<file path="config.mk">
export PLATFORM = sky130hd
export DESIGN_NAME = timer_cnt_ctrl
export DESIGN_NICKNAME = d
export VERILOG_FILES = /design/src/rtl/timer_cnt_ctrl.sv
export SDC_FILE = /design/constraint.sdc
export NUM_CORES = 1
export LEC_CHECK = 0
export ABC_AREA = 0
export CORE_MARGIN = 3
export CORE_UTILIZATION = 35
export CTS_CLUSTER_SIZE = 40
export DETAILED_ROUTE_END_ITERATION = 12
export GPL_TIMING_DRIVEN = 0
export PLACE_DENSITY = 0.74
export SLEW_MARGIN = 20
export SYNTH_ARGS = -nofsm -noshare
export SYNTH_HDL_FRONTEND = slang
export SYNTH_SLANG_ARGS = --single-unit
</file>
<file path="constraint.sdc">
create_clock -name sys_clk -period 8 [get_ports sys_clk]
set_input_delay 1.2 -clock sys_clk [delete_from_list [all_inputs] [get_ports sys_clk]]
set_output_delay 1.2 -clock sys_clk [all_outputs]
set_load 0.1 [all_outputs]
</file>
<file path="src/rtl/timer_cnt_ctrl.sv">
// Control block for the 64-bit timer counter.
//
// Purpose:
//   - Runs the IDLE/RUN/HALTED state machine (HALTED only with TIMER_HALT_EN).
//   - Generates count_en through a 2^D prescaler, D = min(div_val, MAX_DIV).
//   - Holds the byte-strobed 64-bit compare register.
//   - Raises the compare-match interrupt.
//
// Optional feature macro: TIMER_HALT_EN
//   - Defined: builds the HALTED state and the halt_req/halt_ack handshake.
//   - Undefined: halt_req is ignored and halt_ack is tied low.
//
// Ports:
//   sys_clk, sys_rst    clock and synchronous active-high reset
//   timer_en            enable from control register
//   div_en, div_val     prescaler enable and exponent
//   halt_req, halt_ack  debug halt request (level) / acknowledge (HALTED)
//   cnt, cnt_wr         counter value fed back / counter write pulse
//   tcmp0_wr_sel        compare low-half write select
//   tcmp1_wr_sel        compare high-half write select
//   wdata, pstrb        write data and byte strobes
//   int_en, int_st_clr  interrupt enable / status clear pulse
//   count_en            increment enable to the counter
//   tcmp                compare register
//   int_st, tim_int     interrupt status / masked interrupt output
module timer_cnt_ctrl #(
  parameter int unsigned MAX_DIV = 8,
  parameter logic [63:0] CMP_RST = 64'hFFFF_FFFF_FFFF_FFFF
) (
  input  logic        sys_clk,
  input  logic        sys_rst,
  input  logic        timer_en,
  input  logic        div_en,
  input  logic [3:0]  div_val,
  input  logic        halt_req,
  output logic        halt_ack,
  input  logic [63:0] cnt,
  input  logic        cnt_wr,
  input  logic        tcmp0_wr_sel,
  input  logic        tcmp1_wr_sel,
  input  logic [31:0] wdata,
  input  logic [3:0]  pstrb,
  input  logic        int_en,
  input  logic        int_st_clr,
  output logic        count_en,
  output logic [63:0] tcmp,
  output logic        int_st,
  output logic        tim_int
);

  typedef enum logic [1:0] {StIdle, StRun, StHalted} state_e;

  state_e      state_q, state_d;
  logic [7:0]  presc_q, presc_d;
  logic [7:0]  presc_max;
  logic [3:0]  div_eff;
  logic        div_en_q;
  logic [3:0]  div_val_q;
  logic        presc_clr;
  logic [63:0] tcmp_q, tcmp_d;
  logic        int_st_q, int_st_d;
  logic        match;

  // Next state
  always_comb begin
    state_d = state_q;
    unique case (state_q)
`ifdef TIMER_HALT_EN
      StIdle:   state_d = halt_req ? StHalted : (timer_en ? StRun : StIdle);
      StRun:    state_d = halt_req ? StHalted : (timer_en ? StRun : StIdle);
      StHalted: state_d = halt_req ? StHalted : (timer_en ? StRun : StIdle);
`else
      StIdle:   state_d = timer_en ? StRun : StIdle;
      StRun:    state_d = timer_en ? StRun : StIdle;
      StHalted: state_d = StIdle;
`endif
      default:  state_d = StIdle;
    endcase
  end

`ifndef TIMER_HALT_EN
  logic unused_halt_req;
  assign unused_halt_req = halt_req;
`endif

  // Prescaler: terminal value is 2^D - 1 with D clamped to MAX_DIV.
  always_comb begin
    div_eff   = (div_val > 4'(MAX_DIV)) ? 4'(MAX_DIV) : div_val;
    presc_max = 8'((9'd1 << div_eff) - 9'd1);
    presc_clr = cnt_wr | (div_en != div_en_q) | (div_val != div_val_q) |
                (state_d == StIdle);
    if (presc_clr) begin
      presc_d = 8'd0;
    end else if (state_q == StRun) begin
      presc_d = (presc_q == presc_max) ? 8'd0 : 8'(presc_q + 8'd1);
    end else begin
      // HALTED keeps the phase so counting resumes where it stopped.
      presc_d = presc_q;
    end
  end

  // Compare register byte writes; the low half wins when both are selected.
  always_comb begin
    tcmp_d = tcmp_q;
    if (tcmp0_wr_sel) begin
      for (int k = 0; k < 4; k++) begin
        if (pstrb[k]) tcmp_d[8*k +: 8] = wdata[8*k +: 8];
      end
    end else if (tcmp1_wr_sel) begin
      for (int k = 0; k < 4; k++) begin
        if (pstrb[k]) tcmp_d[32+8*k +: 8] = wdata[8*k +: 8];
      end
    end
  end

  // Interrupt status: a match wins over a simultaneous clear.
  always_comb begin
    match    = (cnt == tcmp_q);
    int_st_d = match ? 1'b1 : (int_st_clr ? 1'b0 : int_st_q);
  end

  always_ff @(posedge sys_clk) begin
    div_en_q  <= div_en;
    div_val_q <= div_val;
    if (sys_rst) begin
      state_q  <= StIdle;
      presc_q  <= 8'd0;
      tcmp_q   <= CMP_RST;
      int_st_q <= 1'b0;
    end else begin
      state_q  <= state_d;
      presc_q  <= presc_d;
      tcmp_q   <= tcmp_d;
      int_st_q <= int_st_d;
    end
  end

  assign count_en = (state_q == StRun) && (!div_en || (presc_q == presc_max));
  assign halt_ack = (state_q == StHalted);
  assign tcmp     = tcmp_q;
  assign int_st   = int_st_q;
  assign tim_int  = int_st_q & int_en;

endmodule

</file>
==> metrics.md <==
| Metric | Value |
|---|---|
| Pwr per Cell Area | `178.5 mW/mm2` |
| Die height | `111.8 um` |
| Final WL | `14,060 um` |
| Initial antenna violation count | `0` |
| Vias in the first global route | `4,017` |
| P_sw | `about 400 uW` |
| Placer Congestion | `approximately 0.88` |
| Synth Cell Area | `0.003916 mm2` |
| Synth area leaders | `dfxtp_1 (40%), xnor2_1 (17%), a211o_1 (14%)` |
| CP required | `6.80 ns` |
| Post-Route Utilization | `0.5723` |
| Worst skew pair latency | `~0.35 ns` |
| CP Class | `primary input to output port` |
| Initial core utilization | `0.3694` |
| Primary FF master, synth | `dfxtp_1` |
| Syn_nets | `511` |
| CTS tree | `built` |
| Worst Skew | `0.01208 ns` |
| Cell taking the most area after synthesis | `dfxtp_1` |
| F_max | `163.9 MHz` |
| Floorplan row count | `37` |
| Most frequent cell after synthesis | `dfxtp_1` |
| Top cell type's share of synthesized area | `0.4038` |
| HPWL Detailed | `11,250 um` |
| CP Data Arrival Time | `4.90 ns` |
| Initial DRT Pass Iterations | `4` |
| Top cells by count, synth | `dfxtp_1 (79), xnor2_1 (74), and3_1 (66)` |
| Inst Count DP | `709` |
| Hold Fails Final Rpt | `0` |
| Routed len/inst | `19.40 um` |
| RSZ-0062 raised after global routing | `no` |
| Net Sw Frac | `0.3636` |
| Vias per cell | `5.281` |
| Final setup TNS | `0 ns` |
| Syn Area/Cell | `9.915 um2` |
| Die Wd | `111.8 um` |
| Cells after Synth | `395` |
| Tot GR Track Use | `0.2232` |
| Final net count | `700` |
| GRT overflow | `0` |
| Die area | `0.01249 mm2` |
| Synth cell types | `35` |
| First DRT Iteration DRCs | `215` |
| First-pass GRT wire length | `21,960 um` |
| Area delta synth->final | `54.92%` |
| Outcome | `finished, final reports clean` |
| Non-filler instance count after layout | `between 700 and 800` |
| Post-synthesis sequential element count | `79` |
| CP Launch Type | `primary input` |
| Multi-input gate area | `0.002203 mm2` |
| FF+latch area | `0.001582 mm2` |
| Final worst path period need | `slightly above 6 ns` |
| Hold_buf cts | `0` |
| Yosys warning count | `0` |
| CP endpoint kind | `output port` |
| Worst-Margin Slew | `1.013 ns` |
| Clock transition at path regs | `0.09 ns` |
| Worst VDD drop | `0.00008602 V` |
| Share of layout cells above drive strength 1 | `0.04584` |
| CP Max Fanout | `8` |
| DRC Markers | `0` |
| Clock power share | `0.277` |
| Internal power consumption | `689.1 uW` |
| Filler cell count | `942` |
| Max Buffers Root-to-Sink | `2` |
| Comb power frac | `0.319` |
| Post-synth EDFFs | `0` |
| Post-CTS sizing | `0` |
| Fraction of the yosys area taken by sequential cells | `0.4038` |
| MaxCap Viol Count | `0` |
| Worst relative slew slack | `0.3223` |
| Root buf cell | `clkbuf_8` |
| Power share of the sequential group | `0.405` |
| Clock Sinks | `just under 80` |
| Reg2reg path depth | `6` |
| Ys async rst share | `0` |
| Final-report setup violation count | `0` |
| Max Slew Vio Count | `0` |
| Core Area | `0.01060 mm2` |
| Post-CTS setup buffers | `0` |
| Leakage | `2.432 nW` |
| Hold WC Path Type | `flip-flop to flip-flop` |
| CTS H-tree depth | `3` |
| Port Buf Inserts | `178` |
| Pin count of the biggest net entering global routing | `15` |
| Final ANT Viol Nets | `0` |
| Ant. Diodes | `0` |
| Final Cycle Share | `0.7626` |
| DR vias | `between 3k and 4k` |
| Min-Delay Path Depth | `2` |
| Ports | `182` |
| CTS Buf Count | `9` |
final timing paths:
check                                 from          to  slack, ns
worst max-delay path            div_val[0]    count_en       1.90
worst min-delay path                int_st      int_st       0.52
worst max register to register  presc_q[0]  presc_q[6]       6.24
worst min register to register      int_st      int_st       0.52
critical path, cell delays in order:
cell	delay, ns
clkdlybuf4s50_1	0.43
buf_6	0.15
or4_4	0.54
ha_1	0.26
or3_1	0.31
a21oi_1	0.16
o21ai_0	0.15
a2111oi_4	0.39
o21a_1	0.16
clkdlybuf4s50_1	1.13
cell usage in the layout, fill, tap and decap left out:
master | synthesis | routed
ha_1 | 2 | 2
nor2_1 | 3 | 3
or4_4 | 1 | 1
a211o_1 | 64 | 64
nand4b_1 | 1 | 1
buf_2 | 1 | 1
nor3b_1 | 1 | 1
nand4_1 | 20 | 20
clkinvlp_4 | 0 | 2
nand3b_1 | 2 | 2
nor2_2 | 1 | 1
clkdlybuf4s50_1 | 0 | 178
o21ai_0 | 1 | 1
clkinv_4 | 0 | 3
clkbuf_1 | 16 | 17
conb_1 | 1 | 1
xor2_1 | 8 | 8
nor4b_1 | 2 | 2
nor2b_1 | 3 | 3
nor4_1 | 5 | 5
or3_1 | 1 | 1
nand2_1 | 13 | 13
o2111ai_1 | 1 | 1
dfxtp_1 | 79 | 79
and2_1 | 8 | 8
or3_4 | 1 | 1
buf_4 | 1 | 1
a21oi_1 | 4 | 4
a2111oi_4 | 1 | 1
clkbuf_8 | 1 | 10
buf_6 | 3 | 3
o21a_1 | 3 | 3
and3_1 | 66 | 66
bufinv_16 | 0 | 1
nand2b_1 | 2 | 2
xnor2_1 | 74 | 74
buf_1 | 2 | 2
inv_1 | 1 | 1
a21oi_2 | 2 | 2
cell families (layout without fill, tap and decap cells):
group,after synthesis,after routing,share of synthesized area
and+or+nand+nor,130,130,0.2029
xor gates and xnor gates,82,82,0.1834
DFF,79,79,0.4038
AOI/OAI and AO/OA,76,76,0.1690
buffers and inverters,25,219,0.03354
adders and majority gates,2,2,0.006389
other,1,1,0.0009575
through the flow:
| stage | setup WS [ns] | power, mW | hold WS (ns) | instance area [um2] |
|---|---|---|---|---|
| after global placement | 1.925 | 0.7890 | 0.4803 | 5868 |
| final | 1.899 | 1.083 | 0.5152 | 6067 |
| after floorplan | 2.988 | 0.6624 | 0.5148 | 3916 |
| after detailed placement | 1.881 | 0.7920 | 0.5008 | 5868 |
| after CTS | 1.874 | 1.087 | 0.5165 | 6067 |
| after global routing | 1.690 | 1.122 | 0.5436 | 6067 |
power by group through the flow:
stage / Sequential [mW] / Clock (mW) / Combinational, mW
after floorplan: 0.578 / 0 / 0.0842
after global placement: 0.446 / 0 / 0.343
after detailed placement: 0.447 / 0 / 0.345
after CTS: 0.438 / 0.303 / 0.347
after global routing: 0.441 / 0.320 / 0.360
final: 0.438 / 0.300 / 0.345
registers in the layout, summed over array words and instances (netlist names):
signal and count:
presc_q 8, tcmp 64, state_q 1, div_val_q 4, div_en_q 1, int_st 1
layout make-up:
| class | instances | share of cell area |
|---|---|---|
| Buffer | 24 | 0.02104 |
| Clock buffer | 10 | 0.02104 |
| Clock inverter | 6 | 0.01175 |
| Inverter | 1 | 0.0006187 |
| Multi-Input combinational cell | 291 | 0.3632 |
| Sequential cell | 79 | 0.2607 |
| Tap cell | 136 | 0.02805 |
| Timing Repair Buffer | 178 | 0.2937 |
metal layers:
| metal | global-route usage | up-vias | wire [um] |
|---|---|---|---|
| li1 | - | 1832 | - |
| met1 | 0.2664 | 1819 | 5555 |
| met2 | 0.3925 | 167 | 6991 |
| met3 | 0.07011 | 11 | 1367 |
| met4 | 0.04947 | 0 | 148 |
| met5 | 0 | - | 0 |
Power figures use the tool's default switching activity.
